## src/rtl/piso_bidir_serializer.sv

```systemverilog
// Parallel-in, serial-out transmitter with per-word shift direction.
// Accepts an n-bit word over valid/ready, then emits one bit per enabled
// clock, MSB-first (dir=0) or LSB-first (dir=1). Back-to-back frames are
// accepted in the last-bit cycle so sout_valid has no gap between them.
module piso_bidir_serializer #(
    parameter int n = 4
) (
    input  logic         clk,
    input  logic         rst,
    input  logic         load_valid,
    output logic         load_ready,
    input  logic [n-1:0] din,
    input  logic         dir,
    input  logic         shift_en,
    output logic         sout,
    output logic         sout_valid,
    output logic         done
);

    localparam int CW = (n > 1) ? $clog2(n) : 1;
    localparam logic [CW-1:0] LAST = CW'(n - 1);

    typedef enum logic {
        IDLE  = 1'b0,
        SHIFT = 1'b1
    } st_t;

    st_t           st;
    logic [n-1:0]  shreg;
    logic          dir_q;
    logic [CW-1:0] cnt;

    logic last_bit;
    logic accept;

    // Last-bit cycle: the current bit is consumed at this edge and ends the frame.
    assign last_bit   = (st == SHIFT) && shift_en && (cnt == LAST);
    // Ready only when idle or when the frame's last bit leaves this edge.
    assign load_ready = !rst && ((st == IDLE) || last_bit);
    assign accept     = load_valid && load_ready;

    // Serial outputs come straight from registers; no path from din.
    assign sout       = dir_q ? shreg[0] : shreg[n-1];
    assign sout_valid = (st == SHIFT);

    // Frame FSM: accept, shift, stall, back-to-back reload and done pulse.
    // NOTE: every register here uses <= so all updates see pre-edge values;
    // blocking assignments would let later statements read half-updated state.
    always_ff @(posedge clk or posedge rst) begin
        if (rst) begin
            st    <= IDLE;
            shreg <= '0;
            dir_q <= 1'b0;
            cnt   <= '0;
            done  <= 1'b0;
        end else begin
            done <= 1'b0;
            case (st)
                IDLE: begin
                    if (accept) begin
                        shreg <= din;
                        dir_q <= dir;
                        cnt   <= '0;
                        st    <= SHIFT;
                    end
                end
                SHIFT: begin
                    if (shift_en) begin
                        if (cnt != LAST) begin
                            cnt <= cnt + CW'(1);
                            if (dir_q) begin
                                shreg <= {1'b0, shreg[n-1:1]};
                            end else begin
                                shreg <= {shreg[n-2:0], 1'b0};
                            end
                        end else begin
                            done <= 1'b1;
                            if (accept) begin
                                shreg <= din;
                                dir_q <= dir;
                                cnt   <= '0;
                                st    <= SHIFT;
                            end else begin
                                shreg <= '0;
                                cnt   <= '0;
                                st    <= IDLE;
                            end
                        end
                    end
                end
                default: begin
                    st <= IDLE;
                end
            endcase
        end
    end

endmodule
```

## config.mk

```make
export PLATFORM = sky130hd
export DESIGN_NAME = piso_bidir_serializer
export DESIGN_NICKNAME = d
export VERILOG_FILES = /design/src/rtl/piso_bidir_serializer.sv
export SDC_FILE = /design/constraint.sdc
export NUM_CORES = 1
export LEC_CHECK = 0
export CAP_MARGIN = 30
export CORE_MARGIN = 5
export CORE_UTILIZATION = 35
export CTS_CLUSTER_DIAMETER = 100
export CTS_CLUSTER_SIZE = 8
export DETAILED_ROUTE_END_ITERATION = 7
export GPL_TIMING_DRIVEN = 0
export PLACE_DENSITY_LB_ADDON = 0.05
export SLEW_MARGIN = 20
export SYNTH_ARGS = -nofsm -noshare
export SYNTH_HDL_FRONTEND = slang
export SYNTH_SLANG_ARGS = --single-unit
```

## constraint.sdc

```tcl
create_clock -name clk -period 2.4 [get_ports clk]
set_input_delay 0.48 -clock clk [delete_from_list [all_inputs] [get_ports clk]]
set_output_delay 0.48 -clock clk [all_outputs]
set_load 0.01 [all_outputs]
```

---- Word-level counts from Yosys, hierarchy flattened ----
Index checks and enable logic that the tools add are counted.
storage, ports and cells
  register bits after elaboration ......... 9
  input port bits ......................... 9
  output and inout bits ................... 4
  logic and storage cells ................. 42
cells by class
  add/subtract/negate cells ............... 1
  equal/unequal tests ..................... 5
  mux-type cells .......................... 22
  bitwise logic cells ..................... 1
  reductions and logical operators ........ 8
operator list
  kind                                          number
  2-to-1 mux 4 bit                              5
  2-to-1 mux 1 bit                              10
  != test 2 bit (second input constant)         4
  case mux 4 bit (2 select lines)               1
  2-to-1 mux 2 bit                              3
  logical AND 1 bit                             4
  case mux 1 bit (2 select lines)               2
  case mux 2 bit (2 select lines)               1
  AND reduction 2 bit                           2
  adder 2 x 1 -> 2 bit (second input constant)  1
  equality test 2 bit (second input constant)   1
  zero test 1 bit                               1
  logical OR 1 bit                              1
  inverter 1 bit                                1

---- Logic depth before layout (Yosys ltp) ----
  depth in word-level cells ............... 9
  mapped depth ............................ 4
  depth with buffers taken out ............ 4

---- Worst setup path after synthesis ----
No wires, ideal clock.
  path type ............................... reg2out
  start point ............................. register cnt[1]
  end point ............................... output load_ready
  arrival ................................. 0.830 ns
  required time ........................... 1.920 ns
  path slack .............................. 1.090 ns
  stages on the path, launching flop included .. 4
  path buffers ............................ 0
  cell sequence ........................... dfrtp_1 ha_1 nand2_1 a21oi_1
between the ends
  word-level cells in the longest chain between the ends .. 4
RTL lines
  item                      RTL line  text
  start: declaration        31        logic [CW-1:0] cnt;
  start signal: assignment  70        cnt <= cnt + CW'(1);
  equality test 2 bit       37        assign last_bit = (st == SHIFT) && shift_en && (cnt == LAST);
  logical AND 1 bit         37
  logical OR 1 bit          39        assign load_ready = !rst && ((st == IDLE) || last_bit);
  logical AND 1 bit         39
  end: declaration          11        output logic load_ready,
Every way passes these cells.

---- Final worst setup path ----
  start point ............................. register dir_q
  end point ............................... output sout
between the ends
  word-level cells in the longest chain between the ends .. 1
RTL lines
  item                      RTL line  text
  start: declaration        30        logic dir_q;
  start signal: assignment  62        dir_q <= dir;
  start signal: assignment  80        dir_q <= dir;
  2-to-1 mux 1 bit          43        assign sout = dir_q ? shreg[0] : shreg[n-1];
  end: declaration          15        output logic sout,
Every way passes these cells.

==> summary.log <==
qor: sta.timing.final.max_slew_violations 0
qor: layout.post_layout_nonfiller_instances 81
qor: placement.detailedPlace.worstSlack 18.46 ps
qor: layout.ff_latch_area 225.2 um2
qor: layout.antenna_cells_inserted 0
qor: routing.detail_route.first_pass.iterations 4
qor: logic_synthesis.ys_ff_latch 9
qor: sta.final.setup.worst_slack 379.0 ps
qor: hold_path.holdPathStages 1
qor: setup_path.cp.required 1920 ps
qor: routing.detail_route.wirelength 1114 um
qor: die.std_cell_rows 13
qor: die.die_y 47.67 um
qor: sta.totalNegativeSetupSlack 0 ps
qor: routing.route.vias.total 432
qor: sta.final_min_period_over_clock_period 84.21%
qor: layout.multi_input_area 260.3 um2
qor: setup_path.worst_setup_path_start_kind flip-flop
qor: setup_path.cp_data_arrival_time 1540 ps
qor: hold_path.hold_path_startpoint cnt[1]$_DFFE_PP0P_
qor: placement.count_of_port_buffers_added_during_placement 12
qor: logic_synthesis.synth_enable_flop_cells 0
qor: setup_path.worst-path-max-fanout 6
qor: placement.dp.final_hpwl 823 um
qor: pwr.power_frac_clock 15.6%
qor: clocking.numCtsBuffers 3
qor: pwr.seq_power_share 37.2%
qor: logic_synthesis.syn_nets 60
qor: logic_synthesis.yosysWarnings 0
qor: pwr.switching_share 36.78%
qor: setup_path.startpoint_of_the_worst_register_to_register_path cnt[1]$_DFFE_PP0P_
qor: setup_path.end_kind output pin
qor: die.dieArea 2272 um2
qor: sta.setup_viol 0
qor: placement.dp.cells 77
qor: global_routing.grt_pass1_wl 1849 um
qor: setup_path.reg2reg_depth 4
qor: routing.ant_nets 0
qor: clocking.cts_tree built
qor: pwr.share_comb_of_total_power 47.2%
qor: sta.worstMarginPinSlew 359.0 ps
qor: setup_path.crit_type reg -> out
qor: logic_synthesis.cell_area_synth 496.7 um2
qor: die.placeableCoreArea 1318 um2
qor: run_status.outcome complete, no violations
qor: routing.route.detailed.vias_per_inst 5.333
qor: global_routing.grt_start_max_net_pins 10
qor: global_routing.grt_usage 12.03%
qor: routing.detail_route.drc_violations 0
qor: sta.final_setup_skew 8.634 ps
qor: global_routing.global_route.overflow_total 0
qor: global_routing.first_global_vias 423
qor: logic_synthesis.asyncSetResetFlopFracSynth 100.0%
qor: setup_path.critical_path.max_stage_delay 470 ps
qor: setup_path.path_cells mux2_2 -> clkdlybuf4s50_1
qor: flow_run.maxCapViolCount 0
qor: clocking.cts.root.buffer_cell clkbuf_4
qor: logic_synthesis.synth_area_leaders dfrtp_1 45%, mux2_2 6.8%, nor3_1 4.0%, o21ai_0 4.0%, a31oi_1 3.8%
qor: pwr.powerDensity 1178 nW/um2
qor: logic_synthesis.synth_flop_cell dfrtp_1
qor: layout.count_of_nets_after_finishing 77
qor: routing.wire_per_inst 13.75 um
qor: sta.max_freq 494.8 MHz
qor: layout.layout-area-overhead-vs-synth 33.75%
qor: sta.fin_worst_hold_slack 550.4 ps
qor: clocking.clock_tree.buffer_depth 2
qor: pwr.total_switching_power 0.2880 mW
qor: setup_path.timing.critical_path.max_delay_family buffers and inverters
qor: setup_path.crit_path_start dir_q$_DFFE_PP0P_
qor: logic_synthesis.synth_seq_area_share 45.34%
qor: sta.final-hold-violation-count 0
qor: logic_synthesis.average_size_of_a_mapped_cell 9.935 um2
qor: setup_path.crit_slowest_cell clkdlybuf4s50_1
qor: pwr.leakage 0.2997 nW
qor: die.initial_core_util 37.70%
qor: global_routing.antenna_found_initial 0
qor: die.chipWidth 47.67 um
qor: sta.grt_setup_unrepaired no
qor: setup_path.timing.critical_path.depth 2
qor: hold_path.worst_hold_path_type reg -> reg
qor: clocking.clock_sink_count 9
qor: clocking.cts.clk_slew.worst_paths 60 ps
qor: sta.period_needed 2021 ps
qor: die.ioPinCount 13
qor: pwr.vdd_ir_drop_max 0.4793 mV
qor: logic_synthesis.post-synth-top-area-fraction 45.34%
qor: logic_synthesis.netlist.top_cell.by_area dfrtp_1
qor: logic_synthesis.netlist_top_cells_count 9 x dfrtp_1, 5 x nand2_1, 4 x nor3_1, 4 x o21ai_0
qor: logic_synthesis.yosys.cell_types.count 23
qor: setup_path.crit_buf_inv 1
qor: logic_synthesis.synthMostInstantiatedCell dfrtp_1
qor: clocking.clock_latency 270 ps
qor: pwr.internal_power_contribution 0.4950 mW
qor: sta.relSlewSlack 75.96%
qor: routing.drt-initial-drc-count 7
qor: layout.drive_gt1_share 16.67%
qor: clocking.cts-htree-levels 1
qor: placement.globalplace.congestion 0.7057
qor: layout.n_fill_cell 135
qor: clocking.cts_hold_buf 0
qor: logic_synthesis.synthesis.instances 50
[metrics by stage]
stage	util (%)	total power [mW]	cell area (um2)
after global routing	50.43	0.8575	664.4
after CTS	50.24	0.7980	661.9
final	50.43	0.7830	664.4
after detailed placement	48.24	0.6684	635.6
after global placement	48.24	0.6638	635.6
after floorplan	-	0.5384	496.7
[power by group through the flow]
| stage | registers [mW] | clock network, mW | logic, mW |
|---|---|---|---|
| CTS | 0.293 | 0.130 | 0.376 |
| finish | 0.291 | 0.122 | 0.369 |
| global placement | 0.295 | 0 | 0.368 |
| global route | 0.306 | 0.137 | 0.415 |
| detailed placement | 0.295 | 0 | 0.373 |
| floorplan | 0.280 | 0 | 0.258 |
[cells by family after synthesis]
logic type | after synthesis | share of synthesized area [%]
multiplexers | 5 | 11.08
AND/OR/NAND/NOR | 20 | 23.68
flip-flops | 9 | 45.34
AO/OA/AOI/OAI | 12 | 15.11
buffers and inverters | 3 | 2.267
adder cells (fa/ha/maj) | 1 | 2.518
[final timing paths]
kind	endpoint	slack, ps
min in group asynchronous	cnt[0]$_DFFE_PP0P_	590
min	cnt[1]$_DFFE_PP0P_	550
min reg2reg	cnt[1]$_DFFE_PP0P_	550
max in group asynchronous	done$_DFF_PP0_	1550
max reg2reg	dir_q$_DFFE_PP0P_	1090
max	sout	380
[timing repair]
action	CTS	global route
buffers inserted	0	0
setup endpoints to repair	0	1
gates resized for setup	0	1
[metal layers]
layer	up-vias	wire length, um	track usage (%)
met2	14	501	18.45
met3	0	68	5.639
met4	0	0	3.226
met5	-	0	0
met1	202	544	15.26
li1	216	-	-
[registers in the layout (all words and copies together), names as in the netlist]
signal      cells
dir_q           1
cnt             2
sout_valid      1
shreg           4
done            1
[layout by cell type (no fill, tap or decap), drive strengths merged]
| cell | n |
|---|---|
| or2 | 1 |
| mux2 | 4 |
| nor3 | 4 |
| a21oi | 2 |
| and2b | 1 |
| clkdlybuf4s50 | 11 |
| dlymetal6s2s | 1 |
| and2 | 1 |
| mux2i | 1 |
| dfrtp | 9 |
| and4b | 1 |
| nand2b | 1 |
| nand3 | 2 |
| a31o | 1 |
| nand3b | 1 |
| a31oi | 4 |
| inv | 3 |
| nand2 | 5 |
| o21ai | 5 |
| nor2 | 2 |
| nor3b | 1 |
| ha | 1 |
| clkbuf | 4 |
[cell type report]
cell class / instances / area share [%]
inverter: 3 / 1.695
clock buffer: 4 / 3.955
sequential: 9 / 33.90
multi-input combinational: 38 / 39.17
tap: 15 / 2.825
timing repair buffer: 12 / 18.46
(Power assumes the default switching activity.)
